<file path="config.mk">
export PLATFORM = sky130hd
export DESIGN_NAME = fsm_stimulus_serializer
export DESIGN_NICKNAME = d
export VERILOG_FILES = /design/src/rtl/fsm_stimulus_serializer.sv
export SDC_FILE = /design/constraint.sdc
export NUM_CORES = 1
export LEC_CHECK = 0
export CAP_MARGIN = 30
export CORE_MARGIN = 1.5
export CORE_UTILIZATION = 45
export DETAILED_ROUTE_END_ITERATION = 10
export GPL_ROUTABILITY_DRIVEN = 0
export PLACE_DENSITY = 0.76
export SYNTH_ARGS = -nofsm -noshare
export SYNTH_HDL_FRONTEND = slang
export SYNTH_SLANG_ARGS = --single-unit
</file>
<file path="constraint.sdc">
create_clock -name clk -period 1.6 [get_ports clk]
set_input_delay 0.32 -clock clk [delete_from_list [all_inputs] [get_ports clk]]
set_output_delay 0.32 -clock clk [all_outputs]
set_load 0.01 [all_outputs]
</file>
<file path="src/rtl/fsm_stimulus_serializer.sv">
// Parallel-to-serial stimulus feeder for the Moore FSM stage: accepts a word over
// valid/ready, shifts it out one bit per clock on x, then idles for a fixed gap.
module fsm_stimulus_serializer #(
    parameter int WIDTH      = 8,
    parameter int MSB_FIRST  = 1,
    parameter int GAP_CYCLES = 2,
    parameter int IDLE_LEVEL = 0
) (
    input  logic                     clk,
    input  logic                     reset,
    input  logic [WIDTH-1:0]         din,
    input  logic                     din_valid,
    output logic                     din_ready,
    output logic                     x,
    output logic                     x_valid,
    output logic [$clog2(WIDTH)-1:0] bit_idx,
    output logic                     word_done,
    output logic                     busy,
    output logic [1:0]               state
);

    typedef enum logic [1:0] {
        S_IDLE  = 2'b00,
        S_SHIFT = 2'b01,
        S_GAP   = 2'b10,
        S_BAD   = 2'b11
    } state_e;

    localparam int IW = $clog2(WIDTH);
    localparam int GW = (GAP_CYCLES > 0) ? $clog2(GAP_CYCLES + 1) : 1;
    localparam logic [IW-1:0] IDX_LAST = IW'(WIDTH - 1);
    localparam logic [GW-1:0] GAP_LAST = GW'((GAP_CYCLES > 0) ? GAP_CYCLES - 1 : 0);
    localparam logic IDLE_X = (IDLE_LEVEL != 0);

    state_e           state_q, state_d;
    logic [WIDTH-1:0] shreg_q, shreg_d;
    logic [IW-1:0]    bit_idx_q, bit_idx_d;
    logic [GW-1:0]    gap_cnt_q, gap_cnt_d;
    logic             x_q, x_d;
    logic             x_valid_q, x_valid_d;
    logic             word_done_q, word_done_d;

    // The shift register always holds the bit currently on x at its lead end.
    function automatic logic lead_bit(input logic [WIDTH-1:0] w);
        return (MSB_FIRST != 0) ? w[WIDTH-1] : w[0];
    endfunction

    function automatic logic [WIDTH-1:0] advance(input logic [WIDTH-1:0] w);
        return (MSB_FIRST != 0) ? {w[WIDTH-2:0], 1'b0} : {1'b0, w[WIDTH-1:1]};
    endfunction

    always_comb begin
        state_d     = state_q;
        shreg_d     = shreg_q;
        bit_idx_d   = bit_idx_q;
        gap_cnt_d   = gap_cnt_q;
        x_d         = IDLE_X;
        x_valid_d   = 1'b0;
        word_done_d = 1'b0;
        case (state_q)
            S_IDLE: begin
                if (din_valid) begin
                    state_d   = S_SHIFT;
                    shreg_d   = din;
                    x_d       = lead_bit(din);
                    x_valid_d = 1'b1;
                    bit_idx_d = '0;
                end
            end
            S_SHIFT: begin
                if (bit_idx_q == IDX_LAST) begin
                    state_d     = (GAP_CYCLES > 0) ? S_GAP : S_IDLE;
                    shreg_d     = '0;
                    bit_idx_d   = '0;
                    gap_cnt_d   = '0;
                    word_done_d = 1'b1;
                end else begin
                    shreg_d   = advance(shreg_q);
                    x_d       = lead_bit(advance(shreg_q));
                    x_valid_d = 1'b1;
                    bit_idx_d = bit_idx_q + 1'b1;
                end
            end
            S_GAP: begin
                if (gap_cnt_q == GAP_LAST) begin
                    state_d   = S_IDLE;
                    gap_cnt_d = '0;
                end else begin
                    gap_cnt_d = gap_cnt_q + 1'b1;
                end
            end
            default: begin
                state_d   = S_IDLE;
                shreg_d   = '0;
                bit_idx_d = '0;
                gap_cnt_d = '0;
            end
        endcase
    end

    always_ff @(posedge clk) begin
        if (reset) begin
            state_q     <= S_IDLE;
            shreg_q     <= '0;
            bit_idx_q   <= '0;
            gap_cnt_q   <= '0;
            x_q         <= IDLE_X;
            x_valid_q   <= 1'b0;
            word_done_q <= 1'b0;
        end else begin
            state_q     <= state_d;
            shreg_q     <= shreg_d;
            bit_idx_q   <= bit_idx_d;
            gap_cnt_q   <= gap_cnt_d;
            x_q         <= x_d;
            x_valid_q   <= x_valid_d;
            word_done_q <= word_done_d;
        end
    end

    assign din_ready = (state_q == S_IDLE) && !reset;
    assign x         = x_q;
    assign x_valid   = x_valid_q;
    assign bit_idx   = bit_idx_q;
    assign word_done = word_done_q;
    assign busy      = (state_q != S_IDLE);
    assign state     = state_q;

endmodule
</file>
=== Word level (Yosys, flattened, before mapping) ===
Index checks and enable logic that the tools add are counted.
W data, S select, Z words.

* Register bits: 17
* Bits of input ports: 11
* Output and inout port bits: 10
* Word-level logic and storage cells: 47

* Add/subtract/negate cells: 2
* Equality and inequality tests: 7
* Mux-type cells: 20
* Bitwise gates (word level): 3
* Reductions and logical operators: 8

{| class="wikitable"
|+ Operator list
! kind !! number
|-
| $pmux W7 S3 || 1
|-
| $mux W7 || 2
|-
| $pmux W2 S3 || 2
|-
| $mux W2 || 5
|-
| $pmux W3 S3 || 1
|-
| $mux W3 || 2
|-
| $ne A2 B2 Y1 const B || 3
|-
| $mux W1 || 5
|-
| $eq A2 B1 Y1 const B || 2
|-
| $pmux W1 S2 || 2
|-
| $reduce_and A2 Y1 || 2
|-
| $add A3 B1 Y3 const B || 1
|-
| $eq A3 B3 Y1 const B || 1
|-
| $not A1 Y1 || 3
|-
| $reduce_and A3 Y1 || 1
|-
| $add A2 B1 Y2 const B || 1
|-
| $eq A2 B2 Y1 const B || 1
|-
| $logic_not A2 Y1 || 1
|-
| $reduce_bool A2 Y1 || 1
|-
| $reduce_or A2 Y1 || 1
|-
| $logic_and A1 B1 Y1 || 1
|-
| $logic_not A1 Y1 || 1
|}

=== Logic depth before layout (Yosys ltp) ===
Gate-level depths: netlist of the first run.

* Word-level depth: 3
* Depth in mapped cells: 5

=== Worst setup path before layout of the first run ===
OpenSTA, ideal clock, no wires.

* Kind: reg2reg
* Start point: register bit_idx_q[0] (netlist: bit_idx[0])
* End point: register x_q (netlist: x)
* Library setup time: 0.120 ns
* Arrival: 1.171 ns
* Required time: 1.480 ns
* Setup slack: 0.308 ns
* Stages on the path, launching flop included: 6
* Clock period less this slack: 1.292 ns
* Cell sequence: dfxtp_1 > ha_1 > ha_1 > and3b_1 > a31oi_1 > nor3_1

* Longest elaborated chain between the ends: 3

{| class="wikitable"
|+ RTL lines
! item !! RTL line !! source
|-
| start: declaration || 37 || <nowiki>logic [IW-1:0] bit_idx_q, bit_idx_d;</nowiki>
|-
| start signal: assignment || 113 || <nowiki>bit_idx_q <= bit_idx_d;</nowiki>
|-
| $eq A3 B3 Y1 || 71 || <nowiki>if (bit_idx_q == IDX_LAST) begin</nowiki>
|-
| $mux W1 || 71 ||
|-
| $pmux W1 S2 || 60 || <nowiki>case (state_q)</nowiki>
|-
| end signal: assignment || 107 || <nowiki>x_q <= IDLE_X;</nowiki>
|-
| end signal: assignment || 115 || <nowiki>x_q <= x_d;</nowiki>
|-
| end: declaration || 39 || <nowiki>logic x_q, x_d;</nowiki>
|}

No other way between the ends.
A chain may end at the register's enable or synchronous reset.

=== Final worst setup path of the first run ===
* Start point: register state_q[0] (netlist: state[0])
* End point: output state[0]

{| class="wikitable"
|+ RTL lines
! item !! RTL line !! source
|-
| start: declaration || 35 || <nowiki>state_e state_q, state_d;</nowiki>
|-
| start signal: assignment || 111 || <nowiki>state_q <= state_d;</nowiki>
|-
| end: declaration || 19 || <nowiki>output logic [1:0] state</nowiki>
|}

No word-level cell between the ends.

==> flow_summary.yaml, run 1 <==
outcome:
  status: "finished clean"
final_layout:
  final-instance-count-excl-fill: 119
  area_growth_pct: 32.8
  n_antenna_cell: 0
  layout-drive-gt1-share_pct: 12.6
  final_core_util_pct: 65.3
  fin_area_sq_mm: 0.00101
  final_cell_mix: "clkdlybuf4s50_1 (18), dfxtp_1 (15), nor2_1 (8), nand2_1 (6)"
  fillerInstances: 137
  final_nets: 118
  final_common_cell: "clkdlybuf4s50_1"
hold_path:
  whs_path_depth: 1
  hold_class: "reg2reg"
floorplan:
  pin_count: 21
  die_w_um: 44.1
  fp-row-count: 14
  initial_core_util_pct: 49.2
  die_area_sq_mm: 0.00194
  die_h_um: 44.1
  fp.coreArea_sq_mm: 0.00154
global_route:
  overflow: 0
  grt_max_degree: 16
  grt_usage_pct: 17.9
  grt_pass1_vias: 614
  antenna_found_initial: 0
  grt_pass1_wl_um: 2600
clock_network:
  clk_latency_ps: 290
  hold_buffers: 0
  tritoncts: "built"
  post_cts_buffers: 0
  clkSinkCount: 17
  root_buffer: "clkbuf_4"
  clock_path_buffers: 2
  cts_made_buffers: 3
  cts-resized-gates: 3
  ctsHtreeMaxLevel: 1
  path_clk_slew_ps: 90
power_and_ir_drop:
  power.density_mw_per_mm2: 822
  p_leak_nw: 0.408
  max-vdd-ir-drop_mv: 0.528
detailed_routing:
  vias: 698
  drc: 0
  drtPass1Iterations: 4
  ant_nets: 0
  post_drt_via_cell_ratio: 5.87
  drt-wirelength-per-cell_um: 13.6
  routed_wl_um: 1620
  dr.first_iter.drc_count: 10
yosys:
  synth_cell_types: 29
  synth_fp_nets: 93
  synth-seq-cells: 17
  synth_warnings: 0
  syn_area_sq_um: 758
  seq_area_frac_synth_pct: 44.9
  syn_inst: 79
  postSynthAreaPerCell_sq_um: 9.60
placed_design:
  dp_cells: 115
  dpl_cell_area_sq_um: 981
  place_ws_ps: -148
  io_buffers: 20
  dp_hpwl_um: 1140
worst_setup_path:
  cp_cell_sequence: "clkdlybuf4s50_1"
  worstPathRequired_ps: 1280
  r2r-start: "bit_idx[0]"
  end_kind: "primary output"
  crit_fanout: 4
  startpoint_type: "register"
  worstRegToRegCells: 5
  endpoint: "state[0]"
  reg2reg_to: "x"
  cp.depth: 1
  critPathLaunch: "state[0]"
  cp_slowest_cell: "clkdlybuf4s50_1"
  criticalPathCategory: "reg2out"
  crit_buf_inv: 1
  cp_data_arrival_time_ps: 1220
  critPathTopFamily: "buffers and inverters"
  crit_path_max_incr_delay_ps: 550
  rrSetupSlack_ps: 200
sta:
  worst_pin_slew_ps: 359
  fin_skew_ps: 3.93
  fin_tns_setup_ps: 0
  hold_viol: 0
  max_slew_margin_pct: 76.0
  fin_ws_ps: 61.0
  fin_crit_sh_pct: 96.2
  rsz0062_at_grt: "no"
  min_period_ps: 1540
  slew_viol_final: 0
  timing.fmax_mhz: 650
  setup_viol: 0
flow_run:
  maxCapViolations: 0
-- power breakdown --
part	leakage (nW)	total [mW]	internal (mW)	switching (mW)
combinational	0.253	0.149	0.0799	0.0692
clock	0.0150	0.222	0.0969	0.125
sequential	0.140	0.456	0.445	0.0115
-- worst min-delay path by stage --
stage / start / end
after floorplan: reset / x
after global placement: gap_cnt_q[1] / gap_cnt_q[1]
after detailed placement: gap_cnt_q[1] / gap_cnt_q[1]
after CTS: gap_cnt_q[1] / gap_cnt_q[1]
after global routing: gap_cnt_q[1] / gap_cnt_q[1]
final: gap_cnt_q[1] / gap_cnt_q[1]
-- cell families (layout without fill, tap and decap cells) --
| group | count (synthesis) | after routing | synth area share (%) |
|---|---|---|---|
| simple gates | 29 | 29 | 20.6 |
| flops | 17 | 17 | 44.9 |
| buf+inv | 7 | 31 | 5.11 |
| compound gates | 22 | 22 | 23.1 |
| fa+ha+maj | 3 | 3 | 4.95 |
| mux | 1 | 1 | 1.32 |
-- worst reg2reg max path, delay by kind of cell (launching register included) --
family	cells	cell delay, ps
AND/OR/NAND/NOR	2	270
AO/OA/AOI/OAI	1	150
flip-flops	1	380
adder cells (fa/ha/maj)	2	500
-- per-stage QoR --
stage	power [mW]	hold slack [ps]
after floorplan	0.550	397
after global placement	0.615	450
after detailed placement	0.618	462
after CTS	0.834	475
after global routing	0.859	490
final	0.827	475
-- per-layer routing --
layer  track usage, %  wire, um  share of wire (%)  vias to the layer above
met5                0         0                  0                        -
met4             7.27        19                1.2                        0
met3             4.08        98                6.1                        2
met2             28.2       756                 47                       18
met1             23.8       741                 46                      331
li1                 -         -                  -                      347
-- registers in the layout (all words and copies together) (netlist names) --
| register | count |
|---|---|
| word_done | 1 |
| state | 2 |
| bit_idx | 3 |
| x_valid | 1 |
| gap_cnt_q | 2 |
| x | 1 |
| shreg_q | 7 |
-- Yosys cell counts --
cell type,instances,area (sq um)
nor2b_1,1,6.26
mux2i_1,1,10.0
nor3_1,5,25.0
o211a_1,1,10.0
a32o_1,5,50.1
nand2_1,6,22.5
o2bb2ai_1,5,43.8
inv_1,2,7.51
o211ai_1,1,7.51
buf_6,1,11.3
ha_1,3,37.5
and3b_1,1,8.76
nor3b_1,1,7.51
inv_2,1,3.75
a31oi_1,2,12.5
nand3b_1,1,7.51
nand2b_1,1,6.26
or2_2,1,6.26
dfxtp_1,17,340
and2b_1,1,7.51
buf_4,1,7.51
nor3_2,1,10.0
clkbuf_1,1,3.75
a32oi_1,3,26.3
and2_4,1,8.76
nor4bb_1,1,10.0
nor2_1,8,30.0
buf_2,1,5.00
a21oi_1,5,25.0
-- cell type report --
cell class	count	area, sq um	share of cell area, %
Multi-Input combinational cell	55	379	37.6
Clock buffer	4	26.3	2.61
Tap cell	16	20.0	1.99
Inverter	3	11.3	1.12
Timing Repair Buffer	24	228	22.6
Sequential cell	17	343	34.0
(Power assumes the default switching activity.)
==> run 2, diff against run 1 <==
--- a/config.mk
+++ b/config.mk
@@ -7,10 +7,10 @@
 export LEC_CHECK = 0
 export CAP_MARGIN = 30
 export CORE_MARGIN = 1.5
-export CORE_UTILIZATION = 45
+export CORE_UTILIZATION = 41
 export DETAILED_ROUTE_END_ITERATION = 10
 export GPL_ROUTABILITY_DRIVEN = 0
-export PLACE_DENSITY = 0.76
+export PLACE_DENSITY = 0.73
 export SYNTH_ARGS = -nofsm -noshare
 export SYNTH_HDL_FRONTEND = slang
 export SYNTH_SLANG_ARGS = --single-unit
==> constraint.sdc (replaced) <==
create_clock -name clk -period 1.3 [get_ports clk]
set_input_delay 0.26 -clock clk [delete_from_list [all_inputs] [get_ports clk]]
set_output_delay 0.26 -clock clk [all_outputs]
set_load 0.005 [all_outputs]
==> flow_summary.yaml, run 2 (synthesis results as in run 1) <==
outcome:
  status: "finished clean"
detailed_routing:
  drt-wirelength-per-cell_um: 14.1
  dr.first_iter.drc_count: 18
  drtPass1Iterations: 4
  routed_wl_um: 1930
  vias: 740
  ant_nets: 0
  post_drt_via_cell_ratio: 5.40
  drc: 0
clock_network:
  hold_buffers: 0
  root_buffer: "clkbuf_4"
  clkSinkCount: 17
  path_clk_slew_ps: 100
  tritoncts: "built"
  cts_made_buffers: 3
  clk_latency_ps: 280
  clock_path_buffers: 2
  ctsHtreeMaxLevel: 1
final_layout:
  final_core_util_pct: 66.2
  layout-drive-gt1-share_pct: 31.3
  final_cell_mix: "dfxtp_1 (12), clkdlybuf4s50_1 (10), nor2_1 (8), buf_4 (8), dlygate4sd2_1 (7)"
  area_growth_pct: 50.7
  final_nets: 127
  top_register: "shreg_q"
  n_antenna_cell: 0
  largest_reg_flops: 7
  fin_area_sq_mm: 0.00114
  final_common_cell: "dfxtp_1"
worst_setup_path:
  worstPathRequired_ps: 1040
  cp_data_arrival_time_ps: 1000
  crit_fanout: 3
  criticalPathCategory: "reg2out"
  startpoint_type: "register"
  end_kind: "primary output"
sta:
  setup_viol: 0
  worst_pin_slew_ps: 243
  timing.fmax_mhz: 792
  hold_viol: 0
  slew_viol_final: 0
  fin_skew_ps: 3.86
  max_slew_margin_pct: 83.6
  min_period_ps: 1260
  whs_ps: 499
  fin_crit_sh_pct: 97.1
  fin_ws_ps: 38.0
floorplan:
  initial_core_util_pct: 43.9
  die_area_sq_mm: 0.00212
  fp-row-count: 15
  fp.coreArea_sq_mm: 0.00173
  die_h_um: 46.0
  pin_count: 21
  die_w_um: 46.0
power_and_ir_drop:
  power.density_mw_per_mm2: 908
  max-vdd-ir-drop_mv: 0.586
  power.net_switching_uw: 262
  pwr-share-seq_pct: 54.4
  swShare_pct: 25.2
  finalPower_mw: 1.04
  clockPowerShare_pct: 25.9
  power_frac_comb_pct: 19.8
  p_int_uw: 776
  p_leak_nw: 0.486
global_route:
  grt_pass1_wl_um: 2950
  antenna_found_initial: 0
  grt_max_degree: 14
  grt_pass1_vias: 673
  overflow: 0
  grt_usage_pct: 19.5
placed_design:
  dp_hpwl_um: 1230
  place_ws_ps: -322
  io_buffers: 20
  dpl_cell_area_sq_mm: 0.00103
hold_path:
  hold_class: "reg2reg"
flow_run:
  maxCapViolations: 0
==> run 2: cell types whose count changed in the layout (fill, tap and decap cells not counted), sizes merged <==
cell and change:
buf +10, dlygate4sd2 +5, clkdlybuf4s15 +1, clkinv +1, clkdlybuf4s50 -8
==> run 2: layout make-up <==
class / instances / area, sq um
clock buffers: 3 / 22.5
clock inverters: 1 / 5.00
fillers: 153 / 584
inverters: 3 / 11.3
multi-input cells: 55 / 434
flip-flops and latches: 17 / 347
well taps: 25 / 31.3
repair buffers: 33 / 292
==> run 2: power groups by stage <==
stage          Clock (mW)  Combinational, mW  Sequential [mW]
2_1_floorplan           0             0.0956            0.575
3_3_place_gp            0              0.194            0.572
4_1_cts             0.281              0.197            0.561
3_5_place_dp            0              0.197            0.573
6_report            0.269              0.205            0.564
5_1_grt             0.301              0.220            0.567
==> run 2: through the flow <==
stage          std cells  TNS, ps
6_report             137        0
5_1_grt              137    -2.19
4_1_cts              137    -86.1
3_5_place_dp         129    -1810
3_3_place_gp         129    -1710
2_1_floorplan         79        0
==> run 2: repair_timing <==
action | in CTS | in global routing
resized for setup | 27 | 8
setup buffers | 4 | 0
setup endpoints to repair | 14 | 16
endpoints found under the hold margin | 0 | 0
gates cloned | 0 | 1
pin swaps | 1 | 4
==> run 2: worst paths after layout <==
kind,start,to,slack [ps],cells past startpoint
setup reg to reg,state[1],shreg_q[4],40,5
hold reg to reg,gap_cnt_q[1],gap_cnt_q[1],500,1
hold / removal,gap_cnt_q[1],gap_cnt_q[1],500,1
setup / recovery,state[0],state[0],40,2
==> run 2: critical path, stage by stage, from the launching register on <==
cell and delay, ps:
dfxtp_2 340, buf_4 130, dlygate4sd2_1 250
==> run 2: layer usage <==
| metal | vias up | wire [um] | track usage (%) |
|---|---|---|---|
| met5 | - | 0 | 0 |
| met1 | 355 | 859 | 25.7 |
| met4 | 0 | 13 | 6.86 |
| li1 | 361 | - | - |
| met2 | 22 | 968 | 32.5 |
| met3 | 2 | 92 | 2.38 |
==> run 3, diff against run 2 <==
--- a/config.mk
+++ b/config.mk
@@ -8,6 +8,7 @@
 export CAP_MARGIN = 30
 export CORE_MARGIN = 1.5
 export CORE_UTILIZATION = 41
+export CTS_CLUSTER_SIZE = 24
 export DETAILED_ROUTE_END_ITERATION = 10
 export GPL_ROUTABILITY_DRIVEN = 0
 export PLACE_DENSITY = 0.73
==> results of run 3 <==
Final layout, timing and power as in run 2 (identical DEF).
